<file path="config.mk">
export PLATFORM = sky130hd
export DESIGN_NAME = request_unit_flat
export DESIGN_NICKNAME = d
export VERILOG_FILES = /design/src/rtl/request_unit_if.sv /design/src/rtl/request_unit.sv /design/src/flat_wrapper.sv
export SDC_FILE = /design/constraint.sdc
export NUM_CORES = 1
export LEC_CHECK = 0
export ABC_CLOCK_PERIOD_IN_PS = 3100
export BUFFER_PORTS_ARGS = -buffer_cell sky130_fd_sc_hd__buf_2
export CAP_MARGIN = 40
export CORE_MARGIN = 10
export CORE_UTILIZATION = 53
export DETAILED_ROUTE_END_ITERATION = 6
export PLACE_DENSITY = 0.79
export SLEW_MARGIN = 20
export SYNTH_ARGS = -nofsm -noshare
export SYNTH_HDL_FRONTEND = slang
export SYNTH_SLANG_ARGS = --single-unit
export TNS_END_PERCENT = 30
</file>
<file path="constraint.sdc">
create_clock -name CLK -period 3.1 [get_ports CLK]
set_input_delay 0.62 -clock CLK [delete_from_list [all_inputs] [get_ports CLK]]
set_output_delay 0.62 -clock CLK [all_outputs]
set_load 0.02 [all_outputs]
</file>
<file path="src/rtl/request_unit_if.sv">
// Handshake bundle between the control unit, the memories and the request sequencer.
// slave is the sequencer's view; master is the control/memory side.
interface request_unit_if #(
   parameter int CNT_W = 32
);
   logic             dREN;
   logic             dWEN;
   logic             halt;
   logic             ihit;
   logic             dhit;
   logic             imemREN;
   logic             dmemREN;
   logic             dmemWEN;
   logic             pcEN;
   logic             rfEN;
   logic             halted;
   logic [CNT_W-1:0] icount;
   logic [CNT_W-1:0] dcount;

   modport slave (
      input  dREN, dWEN, halt, ihit, dhit,
      output imemREN, dmemREN, dmemWEN, pcEN, rfEN, halted, icount, dcount
   );

   modport master (
      output dREN, dWEN, halt, ihit, dhit,
      input  imemREN, dmemREN, dmemWEN, pcEN, rfEN, halted, icount, dcount
   );
endinterface

</file>
<file path="src/rtl/request_unit.sv">
// Memory-request sequencer: gates instruction fetch against data accesses,
// produces the PC/register-file strobe, latches halt and counts retirements.
module request_unit #(
   parameter int CNT_W = 32
) (
   input  logic          CLK,
   input  logic          RST,
   request_unit_if.slave ruif
);
   typedef enum logic [1:0] {
      FETCH = 2'b00,
      MEM   = 2'b01,
      HALT  = 2'b10
   } state_t;

   localparam logic [CNT_W-1:0] CNT_ONE = {{(CNT_W-1){1'b0}}, 1'b1};

   state_t           state_r;
   logic             dmem_ren_r;
   logic             dmem_wen_r;
   logic             halted_r;
   logic [CNT_W-1:0] icount_r;
   logic [CNT_W-1:0] dcount_r;
   logic             imem_ren_s;
   logic             pc_en_s;
   logic             data_req_s;

   assign data_req_s = ruif.dREN | ruif.dWEN;

   // Same-cycle fetch request and PC strobe; both forced low while reset is held.
   always_comb begin
      imem_ren_s = 1'b0;
      pc_en_s    = 1'b0;
      if (RST) begin
         imem_ren_s = 1'b0;
         pc_en_s    = 1'b0;
      end else begin
         case (state_r)
            FETCH: begin
               imem_ren_s = 1'b1;
               pc_en_s    = ruif.ihit & ~ruif.halt & ~data_req_s;
            end
            MEM: begin
               imem_ren_s = 1'b0;
               pc_en_s    = ruif.dhit;
            end
            HALT: begin
               imem_ren_s = 1'b0;
               pc_en_s    = 1'b0;
            end
            default: begin
               imem_ren_s = 1'b0;
               pc_en_s    = 1'b0;
            end
         endcase
      end
   end

   // Sequencer state, latched data requests, sticky halt and debug counters.
   always_ff @(posedge CLK or posedge RST) begin
      if (RST) begin
         state_r    <= FETCH;
         dmem_ren_r <= 1'b0;
         dmem_wen_r <= 1'b0;
         halted_r   <= 1'b0;
         icount_r   <= {CNT_W{1'b0}};
         dcount_r   <= {CNT_W{1'b0}};
      end else begin
         if (pc_en_s) begin
            icount_r <= icount_r + CNT_ONE;
         end
         case (state_r)
            FETCH: begin
               if (ruif.ihit) begin
                  if (ruif.halt) begin
                     state_r  <= HALT;
                     halted_r <= 1'b1;
                  end else if (data_req_s) begin
                     // A store takes priority when both request lines are set.
                     state_r    <= MEM;
                     dmem_wen_r <= ruif.dWEN;
                     dmem_ren_r <= ruif.dREN & ~ruif.dWEN;
                  end
               end
            end
            MEM: begin
               if (ruif.dhit) begin
                  state_r    <= FETCH;
                  dmem_ren_r <= 1'b0;
                  dmem_wen_r <= 1'b0;
                  dcount_r   <= dcount_r + CNT_ONE;
               end
            end
            HALT: begin
               halted_r <= 1'b1;
            end
            default: begin
               state_r    <= FETCH;
               dmem_ren_r <= 1'b0;
               dmem_wen_r <= 1'b0;
            end
         endcase
      end
   end

   assign ruif.imemREN = imem_ren_s;
   assign ruif.pcEN    = pc_en_s;
   assign ruif.rfEN    = pc_en_s;
   assign ruif.dmemREN = dmem_ren_r;
   assign ruif.dmemWEN = dmem_wen_r;
   assign ruif.halted  = halted_r;
   assign ruif.icount  = icount_r;
   assign ruif.dcount  = dcount_r;
endmodule

</file>
<file path="src/flat_wrapper.sv">
// flat-port wrapper written by rule: the top's interface ports become plain ports
module request_unit_flat 
#(
   parameter int CNT_W = 32
)
  (CLK, RST, ruif_dREN, ruif_dWEN, ruif_halt, ruif_ihit, ruif_dhit, ruif_imemREN, ruif_dmemREN, ruif_dmemWEN, ruif_pcEN, ruif_rfEN, ruif_halted, ruif_icount, ruif_dcount);
  request_unit_if #(.CNT_W(CNT_W)) ruif_i ();
  input  logic CLK;
  input  logic RST;
  input wire logic [$bits(ruif_i.dREN)-1:0] ruif_dREN;
  input wire logic [$bits(ruif_i.dWEN)-1:0] ruif_dWEN;
  input wire logic [$bits(ruif_i.halt)-1:0] ruif_halt;
  input wire logic [$bits(ruif_i.ihit)-1:0] ruif_ihit;
  input wire logic [$bits(ruif_i.dhit)-1:0] ruif_dhit;
  output wire logic [$bits(ruif_i.imemREN)-1:0] ruif_imemREN;
  output wire logic [$bits(ruif_i.dmemREN)-1:0] ruif_dmemREN;
  output wire logic [$bits(ruif_i.dmemWEN)-1:0] ruif_dmemWEN;
  output wire logic [$bits(ruif_i.pcEN)-1:0] ruif_pcEN;
  output wire logic [$bits(ruif_i.rfEN)-1:0] ruif_rfEN;
  output wire logic [$bits(ruif_i.halted)-1:0] ruif_halted;
  output wire logic [$bits(ruif_i.icount)-1:0] ruif_icount;
  output wire logic [$bits(ruif_i.dcount)-1:0] ruif_dcount;
  assign ruif_i.dREN = ruif_dREN;
  assign ruif_i.dWEN = ruif_dWEN;
  assign ruif_i.halt = ruif_halt;
  assign ruif_i.ihit = ruif_ihit;
  assign ruif_i.dhit = ruif_dhit;
  assign ruif_imemREN = ruif_i.imemREN;
  assign ruif_dmemREN = ruif_i.dmemREN;
  assign ruif_dmemWEN = ruif_i.dmemWEN;
  assign ruif_pcEN = ruif_i.pcEN;
  assign ruif_rfEN = ruif_i.rfEN;
  assign ruif_halted = ruif_i.halted;
  assign ruif_icount = ruif_i.icount;
  assign ruif_dcount = ruif_i.dcount;
  request_unit #(.CNT_W(CNT_W)) u_core (.CLK(CLK), .RST(RST), .ruif(ruif_i));
endmodule
</file>
==> metrics, run 1 <==
Hold-fix buffers, CTS 0; total of max-cap violations 0; die height 97.91 um; post-route antenna net violation count 0; total iterations of the first detailed-routing run 4; # Post-CTS Setup Buffers 0; total die area 9585 sq um; number of levels the H-tree was split into 3; die span in x 97.91 um; Residual DRC 0; P&R area growth vs syn 21.12%; maximum buffer depth of the clock tree 2; antenna violations before repair 0; Seq cells post-synth 69; post-synthesis cell type count 39; count of boundary I/O pins 77; Critical Path, Cell by Cell and3b_1 > a41oi_4 > nor2_1 > buf_2; part of the Yosys area used for sequential elements 53.68%; Worst setup SP type flip-flop; leak pwr 1.986 nW; total of endpoints with negative setup slack in the final report 0; outcome finished clean; startpoint of the most critical setup path u_core.state_r[0]$_DFFE_PP0P_; sequential share of power 53.1%; Crit Reg-Reg Startpoint u_core.state_r[0]$_DFFE_PP0P_; unrepaired setup endpoints after global routing false; root buffer cell clkbuf_8; synth top area cells dfrtp_1, xnor2_1, nand4_1, xor2_1, nand2_1; pin count of the biggest net entering global routing 41; clock latency of the later-clocked register in the worst-skew pair 330 ps; final cell utilization of the core 65.81%; number of inserted diodes 0; count of placed standard cells in the final layout, fillers left out 448; min-delay worst type input port to asynchronous set/reset pin; vias in the first global route 2,454; total gr overflow 0; largest incremental delay on the critical path 570 ps; highest attainable clock frequency 0.3854 GHz; worst-margin pin slew 521.8 ps; drt via density 5.344; routability cong. 0.8330; total internal power 1.367 mW; clock tree from TritonCTS built; total power 1.805 mW; Iter 0 DRT Violations 69; Setup CP Type flip-flop to output pin; Fin Clk Skew 11.00 ps; starting density of the core 54.33%; worst rel slew slack 64.96%; number of warning messages in the yosys log 0; arrival time reported for the critical path endpoint 1970 ps; number of cells after detailed placement 432; share of synthesized registers carrying an async set or reset 100.0%; row count 28; kind of capture point of the worst setup path output pin; detailed-route via count 2,394; fraction of final layout cells sized beyond drive strength 1 30.83%; clock network fraction of total power 39.4%; total wire length after detailed routing 7081 um; Cell Pwr Density 463.2 nW/um^2; total nets after synthesis 290; post-detailed-route wirelength per cell 15.81 um; required arrival time at the worst endpoint 2480 ps; final critical-path share of the clock period 83.70%; Sw Pwr 0.4372 mW; netlist area before placement 3217 sq um; highest-delay cell along the critical path dfrtp_1; sum of negative setup slack 0 ps; worst supply voltage drop on vdd 0.3054 mV; number of synthesized flops with an enable pin 0; hold slack 419.9 ps; wire length of the first global-routing pass 11,960 um; clock-pin slew on the worst setup and hold paths 70 ps; proportion of netlist area held by the largest area contributor 53.68%; maximum net fanout on the critical path 9; clock period minus worst slack 2595 ps; number of cells upsized or downsized after cts 0; combinational fraction of design power 7.5%; count of buffers from port buffering 76; sum of net half-perimeters after detailed placement 5415 um; per-instance average area after synthesis 11.45 sq um; number of buffers created by CTS 9; final-report max-slew violation count 0; Primary FF master, synth dfrtp_1; CTS sink count 69; biggest area consumer among synthesized cells dfrtp_1; number of hold-slack violations in the final timing report 0; Core Box Area 5921 sq um; instance count of the mapped netlist 281; overall global routing resource usage 14.98%; switching power as a share of total power 24.23%; Post-layout nets 377
state kept, by name, summed over array words and instances, names as in the netlist:
signal	flops
u_core.ruif.dcount	32
u_core.ruif.icount	32
u_core.state_r	2
u_core.ruif.dmemREN	1
u_core.ruif.dmemWEN	1
u_core.ruif.halted	1
path summary, 6_finish.rpt:
| check | slack (ps) | endpoint | cells past startpoint |
|---|---|---|---|
| max | 510 | ruif_pcEN | 4 |
| min | 420 | u_core.ruif.icount[8]$_DFFE_PP0P_ | 3 |
| max reg2reg | 1080 | u_core.ruif.icount[27]$_DFFE_PP0P_ | 5 |
| min reg2reg | 460 | u_core.ruif.icount[31]$_DFFE_PP0P_ | 1 |
| max in group asynchronous | 2130 | u_core.ruif.dcount[14]$_DFFE_PP0P_ | 4 |
| min in group CLK | 460 | u_core.ruif.icount[31]$_DFFE_PP0P_ | 1 |
layer usage:
layer / vias up / GRT usage (%) / wire [um]
met1: 1156 / 17.99 / 3045
met4: 0 / 7.159 / 145
met2: 68 / 24.67 / 3522
met3: 13 / 3.594 / 369
met5: - / 0 / 0
li1: 1157 / - / -
through the flow:
stage	cell area [sq um]	worst slack, ps
2_1_floorplan	3221	494.2
3_3_place_gp	3684	691.8
3_5_place_dp	3704	619.3
4_1_cts	3896	488.3
5_1_grt	3896	396.1
6_report	3896	505.3
critical path, delay by kind of cell, from the launching register on:
family          cells  cell delay (ps)
flops               1              570
compound gates      1              100
simple gates        2              720
buf+inv             1              250
cell usage after synthesis (2+ instances only):
master,instances
dfrtp_1,69
xnor2_1,46
nand2_1,30
nand4_1,24
nand3_1,18
nor2_1,17
xor2_1,16
and3_1,7
nor3_1,6
inv_1,5
nor3_2,5
a21oi_1,3
o21ai_0,3
and4_1,2
ha_1,2
nor4_4,2
or2_2,2
or3_1,2
or4_4,2
power by group through the flow:
stage	clock, mW	combinational (mW)	sequential [mW]
global route	0.773	0.156	0.961
finish	0.711	0.136	0.958
CTS	0.727	0.141	0.957
global placement	0	0.135	0.973
floorplan	0	0.0553	1.00
detailed placement	0	0.141	0.973
cell type report:
type / count / area, sq um
clock inverter: 4 / 47.55
inverter: 5 / 22.52
clock buffer: 12 / 145.1
multi-input combinational: 205 / 1453
sequential: 69 / 1727
timing repair buffer: 78 / 407.9
fill: 481 / 2024
tap: 75 / 93.84
layout by cell type (no fill, tap or decap), types with 5 or more instances in the layout:
cell type and n:
nor3_2 5, nor3_1 6, dfrtp_1 69, and3_1 7
nand4_1 24, xnor2_1 46, buf_2 76, nand3_1 18
nor2_1 17, clkbuf_8 10, xor2_1 16, nand2_1 30
cell families (layout without fill, tap and decap cells):
group,after synthesis,after routing,share of synthesized area [%]
flops,69,69,53.68
fa+ha+maj,2,2,0.7778
buf+inv,7,99,1.167
simple gates,131,131,24.78
compound gates,9,9,2.373
mux,1,1,0.3500
xor+xnor,62,62,16.88
No activity file was read; power rests on OpenSTA's default activity.
==> run 2: changes to the inputs <==
- ABC_CLOCK_PERIOD_IN_PS: 3100 -> 2300
- CORE_UTILIZATION: 53 -> 48
- PLACE_DENSITY: 0.79 -> 0.76
- clock period: 3.1 -> 2.3 ns (I/O delays scaled with it)
==> run 2 against run 1 <==
Non-clock buffer count grew 2. Critical path type unchanged. Die area grew 8.3%. Clock-buffer cell count decreased by 1. Cell area rose by 1.5%. Largest cell class unchanged. Clock power rose by 59%. Register-to-register slack lost 830 ps. Wire length up 0.97%. Sequential share of layout area is 0.63 points lower.
==> metrics, run 2 (synthesis results as in run 1) <==
total wire length after detailed routing 7150 um (+0.97%); wire length of the first global-routing pass 11,720 um (-2.0%); starting density of the core 50.09% (-4.2 points); sum of net half-perimeters after detailed placement 5412 um (about the same); kind of capture point of the worst setup path output pin; overall global routing resource usage 14.31% (-0.68 points); routability cong. 0.8100 (-2.8%); number of buffers created by CTS 9 (unchanged); GR Layer Usage met2 21.47% (-3.2 points); detailed-route via count 2,402 (+0.33%); total power 2.607 mW (+44%); leading cell type in the layout, fill and taps excluded buf_2; row count 29 (+3.6%); clock period minus worst slack 2154 ps; count of boundary I/O pins 77 (unchanged); required arrival time at the worst endpoint 1840 ps (-640 ps); largest incremental delay on the critical path 480 ps (-90 ps); clock-pin slew on the worst setup and hold paths 80 ps (about the same); total of endpoints with negative setup slack in the final report 0 (unchanged); Residual DRC 0 (unchanged); pin count of the biggest net entering global routing 40 (-2.4%); worst supply voltage drop on vdd 0.3766 mV (+23%); arrival time reported for the critical path endpoint 1690 ps (-280 ps); final-report max-slew violation count 0 (unchanged); final cell utilization of the core 61.58% (-4.2 points); maximum net fanout on the critical path 8 (-1); highest attainable clock frequency 0.4643 GHz; Critical Path, Cell by Cell and3b_1 > a41oi_4 > nor2_1 > buf_2; Post-layout nets 379 (+0.53%); vias in the first global route 2,389 (-2.6%); total iterations of the first detailed-routing run 4 (unchanged); Cell Pwr Density 659.1 nW/um^2 (+42%); die height 101.9 um (+4.0%); count of buffers from port buffering 76 (unchanged); total gr overflow 0 (unchanged); min-delay worst type input port to asynchronous set/reset pin; sum of negative setup slack 0 ps (unchanged); root buffer cell clkbuf_8; layer carrying the most global-route usage met2; commonest cells after routing, fill and taps aside buf_2, dfrtp_1, xnor2_1; post-route antenna net violation count 0 (unchanged); die span in x 101.9 um (+4.0%); highest-delay cell along the critical path dfrtp_1; Worst setup SP type flip-flop; outcome finished clean; total of max-cap violations 0 (unchanged); maximum buffer depth of the clock tree 2 (unchanged); drt via density 5.314 (-0.55%); Fin Clk Skew 6.752 ps (-4.247 ps); P&R area growth vs syn 22.95%; number of levels the H-tree was split into 3 (unchanged); worst rel slew slack 68.20% (+3.2 points); antenna violations before repair 0 (unchanged); Iter 0 DRT Violations 68 (-1.4%); final critical-path share of the clock period 93.64%; Worst Reg-to-Reg Cells 6 (+1); unrepaired setup endpoints after global routing false; Core Box Area 6422 sq um (+8.5%); met3 track demand over resource 4.049% (+0.45 points); leak pwr 2.014 nW (+1.4%); CTS sink count 69 (unchanged); worst-margin pin slew 473.4 ps (-48.34 ps); number of hold-slack violations in the final timing report 0 (unchanged); total die area 10,380 sq um (+8.3%); setup slack of the most critical reg-to-reg path 250 ps (-830 ps); post-detailed-route wirelength per cell 15.82 um (about the same); met1 usage 18.35% (+0.36 points); Setup CP Type flip-flop to output pin; clock latency of the later-clocked register in the worst-skew pair 340 ps (about the same); fraction of final layout cells sized beyond drive strength 1 32.00% (+1.2 points); clock tree from TritonCTS built; number of inserted diodes 0 (unchanged)
==> run 2: cell types whose count changed in the layout (fill, tap and decap cells not counted) <==
cell | before | now
buf_4 | 1 | 3
clkbuf_1 | 2 | 0
bufinv_16 | 1 | 2
clkbuf_8 | 10 | 11
clkinv_2 | 2 | 1
dfrtp_1 | 69 | 68
dfrtp_2 | 0 | 1
inv_6 | 0 | 1
==> run 2: cell type report <==
cell class,count,area (sq um)
fill,549,2467
sequential,69,1728
multi-input combinational,205,1453
timing repair buffer,80,422.9
clock buffer,11,151.4
tap,77,96.34
clock inverter,5,81.33
inverter,5,22.52
==> run 2: worst paths after layout <==
path,from,end
max in group asynchronous,RST,u_core.ruif.dcount[5]$_DFFE_PP0P_
min in group CLK,ruif_dWEN,u_core.ruif.dmemWEN$_DFFE_PP0P_
worst min register to register,u_core.ruif.halted$_DFFE_PP0P_,u_core.ruif.halted$_DFFE_PP0P_
worst min-delay path,RST,u_core.ruif.icount[15]$_DFFE_PP0P_
worst max-delay path,u_core.state_r[1]$_DFFE_PP0P_,ruif_pcEN
worst max register to register,u_core.state_r[1]$_DFFE_PP0P_,u_core.ruif.icount[25]$_DFFE_PP0P_
==> run 2: routing by layer <==
layer,wire (um),vias up
met5,0,-
met4,151,0
met3,419,11
met2,3319,55
met1,3259,1174
li1,-,1162
==> run 2: through the flow <==
stage,setup WS [ps],std cells,hold WS [ps],instance area [sq um]
final,146.2,452,283.8,3955
after global routing,33.83,452,293.3,3955
after CTS,89.89,452,275.3,3954
after detailed placement,209.1,435,455.8,3714
after global placement,302.4,434,453.0,3694
after floorplan,-141.7,281,545.7,3221
==> run 2: critical path: cells and delay by family (launching register included) <==
kind	cells	cell delay (ps)
and+or+nand+nor	2	590
buffers and inverters	1	220
DFF	1	480
AOI/OAI and AO/OA	1	60
==> run 2: report_power, final <==
part           leakage, nW  switching (mW)  internal, mW  total (mW)
Combinational        0.955           0.118        0.0679       0.186
Sequential           0.943          0.0409          1.25        1.29
Clock                0.116           0.461         0.672        1.13
==> run 2: timing repair <==
item                       in CTS  in global routing
hold buffers                    0                  0
cloned                          0                  0
setup endpoints to repair       2                  2
resized for setup               0                  1
buffers inserted                1                  0
